**src/rtl/serial_sub_pkg.sv**
```systemverilog
// Shared types and sizing helpers for the digit-serial subtractor.
package serial_sub_pkg;

    typedef enum logic [1:0] {
        IDLE,
        RUN,
        DONE
    } state_e;

    function automatic int digitCount(input int width, input int digit);
        return width / digit;
    endfunction

    // A single-digit configuration still needs a one-bit counter.
    function automatic int counterWidth(input int n);
        return (n <= 2) ? 1 : $clog2(n);
    endfunction

endpackage

```
**src/rtl/serial_sub_digit.sv**
```systemverilog
// Combinational DIGIT-bit ripple-borrow subtractor built from chained full subtractors.
module sub_digit #(
    parameter int DIGIT = 4
) (
    input  logic [DIGIT-1:0] x,
    input  logic [DIGIT-1:0] y,
    input  logic             bi,
    output logic [DIGIT-1:0] d,
    output logic             bo
);

    logic borrowChain;

    always_comb begin
        borrowChain = bi;
        d           = '0;
        for (int i = 0; i < DIGIT; i++) begin
            d[i]        = x[i] ^ y[i] ^ borrowChain;
            borrowChain = (~x[i] & y[i]) | (~(x[i] ^ y[i]) & borrowChain);
        end
        bo = borrowChain;
    end

endmodule

```
**src/rtl/serial_sub.sv**
```systemverilog
// Multi-cycle subtractor: a - b - bin, DIGIT bits per clock, with valid/ready on both sides.
module serial_sub
    import serial_sub_pkg::*;
#(
    parameter int WIDTH = 16,
    parameter int DIGIT = 4
) (
    input  logic             clk,
    input  logic             rst_n,
    input  logic             in_valid,
    output logic             in_ready,
    input  logic [WIDTH-1:0] a,
    input  logic [WIDTH-1:0] b,
    input  logic             bin,
    output logic             out_valid,
    input  logic             out_ready,
    output logic [WIDTH-1:0] diff,
    output logic             borrow,
    output logic             ovf
);

    localparam int NDIG = digitCount(WIDTH, DIGIT);
    localparam int CW   = counterWidth(NDIG);
    localparam logic [CW-1:0] LAST = CW'(NDIG - 1);

    generate
        if (WIDTH < 2 || DIGIT < 1 || (WIDTH % DIGIT) != 0) begin : gBadConfig
            $error("serial_sub: WIDTH must be >= 2 and a multiple of DIGIT");
        end
    endgenerate

    state_e           stateQ, stateD;
    logic [WIDTH-1:0] aQ, aD, bQ, bD, diffQ, diffD;
    logic             borrowQ, borrowD;
    logic             borrowOutQ, borrowOutD;
    logic             ovfQ, ovfD;
    logic             aSignQ, aSignD, bSignQ, bSignD;
    logic [CW-1:0]    cntQ, cntD;
    logic             inReadyQ, inReadyD;
    logic             outValidQ, outValidD;

    logic [DIGIT-1:0]       digitD;
    logic                   digitBo;
    logic [WIDTH+DIGIT-1:0] diffShift;

    sub_digit #(.DIGIT(DIGIT)) uDigit (
        .x  (aQ[DIGIT-1:0]),
        .y  (bQ[DIGIT-1:0]),
        .bi (borrowQ),
        .d  (digitD),
        .bo (digitBo)
    );

    // New digits enter at the MSB so the finished word lines up after the last edge.
    assign diffShift = {digitD, diffQ} >> DIGIT;

    always_ff @(posedge clk) begin
        if (!rst_n) begin
            stateQ     <= IDLE;
            aQ         <= '0;
            bQ         <= '0;
            diffQ      <= '0;
            borrowQ    <= 1'b0;
            borrowOutQ <= 1'b0;
            ovfQ       <= 1'b0;
            aSignQ     <= 1'b0;
            bSignQ     <= 1'b0;
            cntQ       <= '0;
            inReadyQ   <= 1'b0;
            outValidQ  <= 1'b0;
        end else begin
            stateQ     <= stateD;
            aQ         <= aD;
            bQ         <= bD;
            diffQ      <= diffD;
            borrowQ    <= borrowD;
            borrowOutQ <= borrowOutD;
            ovfQ       <= ovfD;
            aSignQ     <= aSignD;
            bSignQ     <= bSignD;
            cntQ       <= cntD;
            inReadyQ   <= inReadyD;
            outValidQ  <= outValidD;
        end
    end

    always_comb begin
        stateD     = stateQ;
        aD         = aQ;
        bD         = bQ;
        diffD      = diffQ;
        borrowD    = borrowQ;
        borrowOutD = borrowOutQ;
        ovfD       = ovfQ;
        aSignD     = aSignQ;
        bSignD     = bSignQ;
        cntD       = cntQ;
        inReadyD   = inReadyQ;
        outValidD  = outValidQ;

        case (stateQ)
            IDLE: begin
                inReadyD = 1'b1;
                if (in_valid && inReadyQ) begin
                    aD       = a;
                    bD       = b;
                    borrowD  = bin;
                    aSignD   = a[WIDTH-1];
                    bSignD   = b[WIDTH-1];
                    cntD     = '0;
                    inReadyD = 1'b0;
                    stateD   = RUN;
                end
            end
            RUN: begin
                aD      = aQ >> DIGIT;
                bD      = bQ >> DIGIT;
                borrowD = digitBo;
                diffD   = diffShift[WIDTH-1:0];
                cntD    = CW'(cntQ + 1'b1);
                if (cntQ == LAST) begin
                    stateD     = DONE;
                    outValidD  = 1'b1;
                    borrowOutD = digitBo;
                    ovfD       = (aSignQ != bSignQ) && (digitD[DIGIT-1] != aSignQ);
                end
            end
            DONE: begin
                if (out_ready) begin
                    outValidD = 1'b0;
                    inReadyD  = 1'b1;
                    stateD    = IDLE;
                end
            end
            default: stateD = IDLE;
        endcase
    end

    assign in_ready  = inReadyQ;
    assign out_valid = outValidQ;
    assign diff      = diffQ;
    assign borrow    = borrowOutQ;
    assign ovf       = ovfQ;

endmodule

```
**config.mk**
```make
export PLATFORM = sky130hd
export DESIGN_NAME = serial_sub
export DESIGN_NICKNAME = d
export VERILOG_FILES = /design/src/rtl/serial_sub_pkg.sv /design/src/rtl/serial_sub_digit.sv /design/src/rtl/serial_sub.sv
export SDC_FILE = /design/constraint.sdc
export NUM_CORES = 1
export LEC_CHECK = 0
export BUFFER_PORTS_ARGS = -buffer_cell sky130_fd_sc_hd__buf_2
export CAP_MARGIN = 10
export CORE_ASPECT_RATIO = 1.5
export CORE_MARGIN = 2
export CORE_UTILIZATION = 35
export CTS_BUF_LIST = sky130_fd_sc_hd__clkbuf_16
export DETAILED_ROUTE_END_ITERATION = 6
export PLACE_DENSITY_LB_ADDON = 0.08
export SLEW_MARGIN = 10
export SYNTH_ARGS = -nofsm -noshare
export SYNTH_HDL_FRONTEND = slang
export SYNTH_SLANG_ARGS = --single-unit
```
**constraint.sdc**
```tcl
create_clock -name clk -period 5.46 [get_ports clk]
set_clock_uncertainty 0.05 [all_clocks]
set_input_delay 0.819 -clock clk [delete_from_list [all_inputs] [get_ports clk]]
set_output_delay 0.819 -clock clk [all_outputs]
set_load 0.02 [all_outputs]
```
==> summary.md <==
| Metric | Value |
|---|---|
| Outcome | complete, no violations |
| H-tree depth | 3 |
| Unique masters post-synth | 33 |
| Tot Pwr | 1.14 mW |
| Adder-cell share of the synthesized area | 3.40% |
| Synth Area in Simple Gates | 11.9% |
| CTS Buf Count | 9 |
| Largest family of logic cells by synthesized area | compound AO/OA/AOI/OAI gates |
| Worst reg2reg endpoint | aQ[5] |
| CTS Buffer Depth | 2 |
| Root Driver | clkbuf_16 |
| Synthesized net count | between 300 and 400 |
| Crit path launch | stateQ[1] |
| Setup TNS | 0 ns |
| Utilization after layout | 43.5% |
| Fin worst setup slack | 2.82 ns |
| FF+latch count, synth | 59 |
| GP Congestion | 0.696 |
| Max-slew violation count | 0 |
| DP Worst Slack | 2.78 ns |
| Yosys warning count | 0 |
| Leakage power | 1.39 nW |
| VDD IR-drop max | 0.160 mV |
| Post-synthesis xor/xnor area fraction | 0% |
| Vias per cell | 5.05 |
| Gr usage total | between 10% and 20% |
| Fin crit share | 48.4% |
| CTS Hold Bufs | 0 |
| Final hold vios | 0 |
| Post-synthesis compound-gate area fraction | between 20% and 30% |
| GRT overflow | 0 |
| First-pass GRT wire length | approximately 11000 um |
| Layout cells sized above 1 | 28.8% |
| Initial antenna violation count | 0 |
| Mean Syn Cell Area | 9.45 um2 |
| Chip width | 76.0 um |
| Max-capacitance violation count | 0 |
| Largest net degree at the start of global routing | 57 |
| Max-slew headroom | 24.4% |
| Initial drt markers | roughly 110 |
| First-pass detailed-route iteration total | 4 |
| Worst R2R Path Depth | 5 |
| FP Rows | 39 |
| Clk_lat worst skew | 0.33 ns |
| RSZ-0062 raised after global routing | no |
| Worst EP arrival | 2.80 ns |
| Number of flops mapped to enable cells by yosys | 0 |
| Die area | 8520 um2 |
| R2r setup slk | 2.82 ns |
| Die H | 112 um |
| CP Max Fanout | 56 |
| Main synth FF type | dfxtp_1 |
| Achievable clock frequency | between 300 and 400 MHz |
| Worst Setup End Kind | flip-flop |
| Seq/Total Area, Yosys | 43.4% |
| Clk slew on worst S/H paths | ~0.050 ns |
| Crit path capture | aQ[5] |
| Area grow syn2layout | 20.7% |
| # port buffers | 56 |
| N_diodes | 0 |
| Via count | 2215 |
| Core box area | 7560 um2 |
| Final min period | approximately 2.6 ns |
| Clock Sinks | 59 |
| Setup Buffers After CTS | 0 |
| Post_cts resized | 0 |
| Non-filler cells, final | 439 |
| Drt wl/cell | between 10 and 15 um |
| Vias in the first global route | roughly 2100 |
| PD cells | about 350 nW/um2 |
| Type of the worst min-delay path | flip-flop to flip-flop |
| Startpoint types | flip-flop |
| Data required time of the worst path | 5.62 ns |
| ANT nets after route | 0 |
| Reg2reg start | stateQ[1] |
| CTS tree | done |
| Initial Utilization | 36.0% |
| Crit Path Class | flip-flop to flip-flop |
| Post-synthesis mux area share | 10.5% |
| Post-synthesis async set-or-reset flop share | 0% |
| I/O pins | 57 |
| Remaining DRCs | 0 |
| Final HPWL from detailed placement | 4320 um |
| Final wirelength | 6490 um |
| Cells after Synth | 288 |
| Mapped Area | 2720 um2 |
| Count of final setup violators | 0 |
| Placed cells | 424 |
| Worst-Margin Slew | between 1 and 1.5 ns |
| Post-layout nets | 375 |
-- how the worst min path moves through the flow --
stage	start	to	slack (ns)	depth (start not counted)
floorplan	cntQ[0]	cntQ[0]	0.38	1
global placement	diff[0]	diff[0]	0.39	2
detailed placement	diff[3]	diff[3]	0.40	2
CTS	diff[3]	diff[3]	0.40	2
global route	diff[3]	diff[3]	0.42	2
finish	diff[0]	diff[0]	0.40	2
-- synthesized netlist by cell type (5+ instances only) --
library cell	count	area [um2]
mux2_4	13	195
clkbuf_1	12	45.0
dfxtp_1	59	1180
buf_2	10	50.1
nand2_1	48	180
nand3_1	7	35.0
o21ai_0	5	25.0
mux2_2	8	90.1
nand2b_1	5	31.3
nor2_1	6	22.5
a21oi_1	32	160
inv_1	9	33.8
o21bai_1	20	150
o311a_1	20	200
-- cell type report --
| type | instances | area [um2] |
|---|---|---|
| timing repair buffer | 61 | 318 |
| fill | 762 | 4280 |
| clock buffer | 9 | 225 |
| sequential | 59 | 1180 |
| clock inverter | 6 | 25.0 |
| tap | 102 | 128 |
| multi-input combinational | 193 | 1380 |
| inverter | 9 | 33.8 |
-- registers in the layout, summed over array words and instances, names as in the netlist --
register   cells
diff          16
aSignQ         1
bQ            16
in_ready       1
bSignQ         1
cntQ           2
out_valid      1
ovf            1
stateQ         2
borrowQ        1
aQ            16
borrow         1
-- logic make-up (layout without fill, tap and decap cells) --
family | after synthesis | in the layout
AOI/OAI and AO/OA | 94 | 94
buffers and inverters | 36 | 85
adders and majority gates | 5 | 5
and+or+nand+nor | 73 | 73
muxes | 21 | 21
DFF | 59 | 59
-- metrics by stage --
| stage | area [um2] | hold WS [ns] |
|---|---|---|
| 2_1_floorplan | 2720 | 0.379 |
| 3_3_place_gp | 3040 | 0.390 |
| 3_5_place_dp | 3040 | 0.395 |
| 4_1_cts | 3290 | 0.402 |
| 5_1_grt | 3290 | 0.419 |
| 6_report | 3290 | 0.401 |
-- cell usage in the layout, fill, tap and decap left out, drive strengths merged, types with 2 or more instances in the layout --
| cell | instances |
|---|---|
| a211oi | 2 |
| a21oi | 33 |
| a311oi | 2 |
| a31oi | 4 |
| buf | 61 |
| clkbuf | 9 |
| clkinv | 5 |
| dfxtp | 59 |
| fa | 4 |
| inv | 10 |
| mux2 | 21 |
| nand2 | 48 |
| nand2b | 5 |
| nand3 | 7 |
| nor2 | 6 |
| nor2b | 2 |
| o21ai | 5 |
| o21bai | 20 |
| o311a | 20 |
| o311ai | 4 |
-- metal layers --
layer  vias up  track usage, %  wire (um)
li1       1129               -          -
met1      1032            19.1       2850
met4         0            7.64        123
met3         8            4.66        257
met2        46            27.6       3260
met5         -               0          0
-- power by group --
group	leakage, nW	internal [mW]	switching (mW)
registers	0.482	0.463	0.0223
logic	0.780	0.0851	0.0877
clock network	0.129	0.295	0.184
total	1.39	0.843	0.293
-- critical path, stage by stage, from the launching register on --
cell      delay [ns]
dfxtp_1         0.30
buf_4           0.45
nand2b_2        0.65
buf_4           0.40
mux2_2          0.37
o311a_1         0.28
Note: power is estimated with default switching activity, not from simulation.
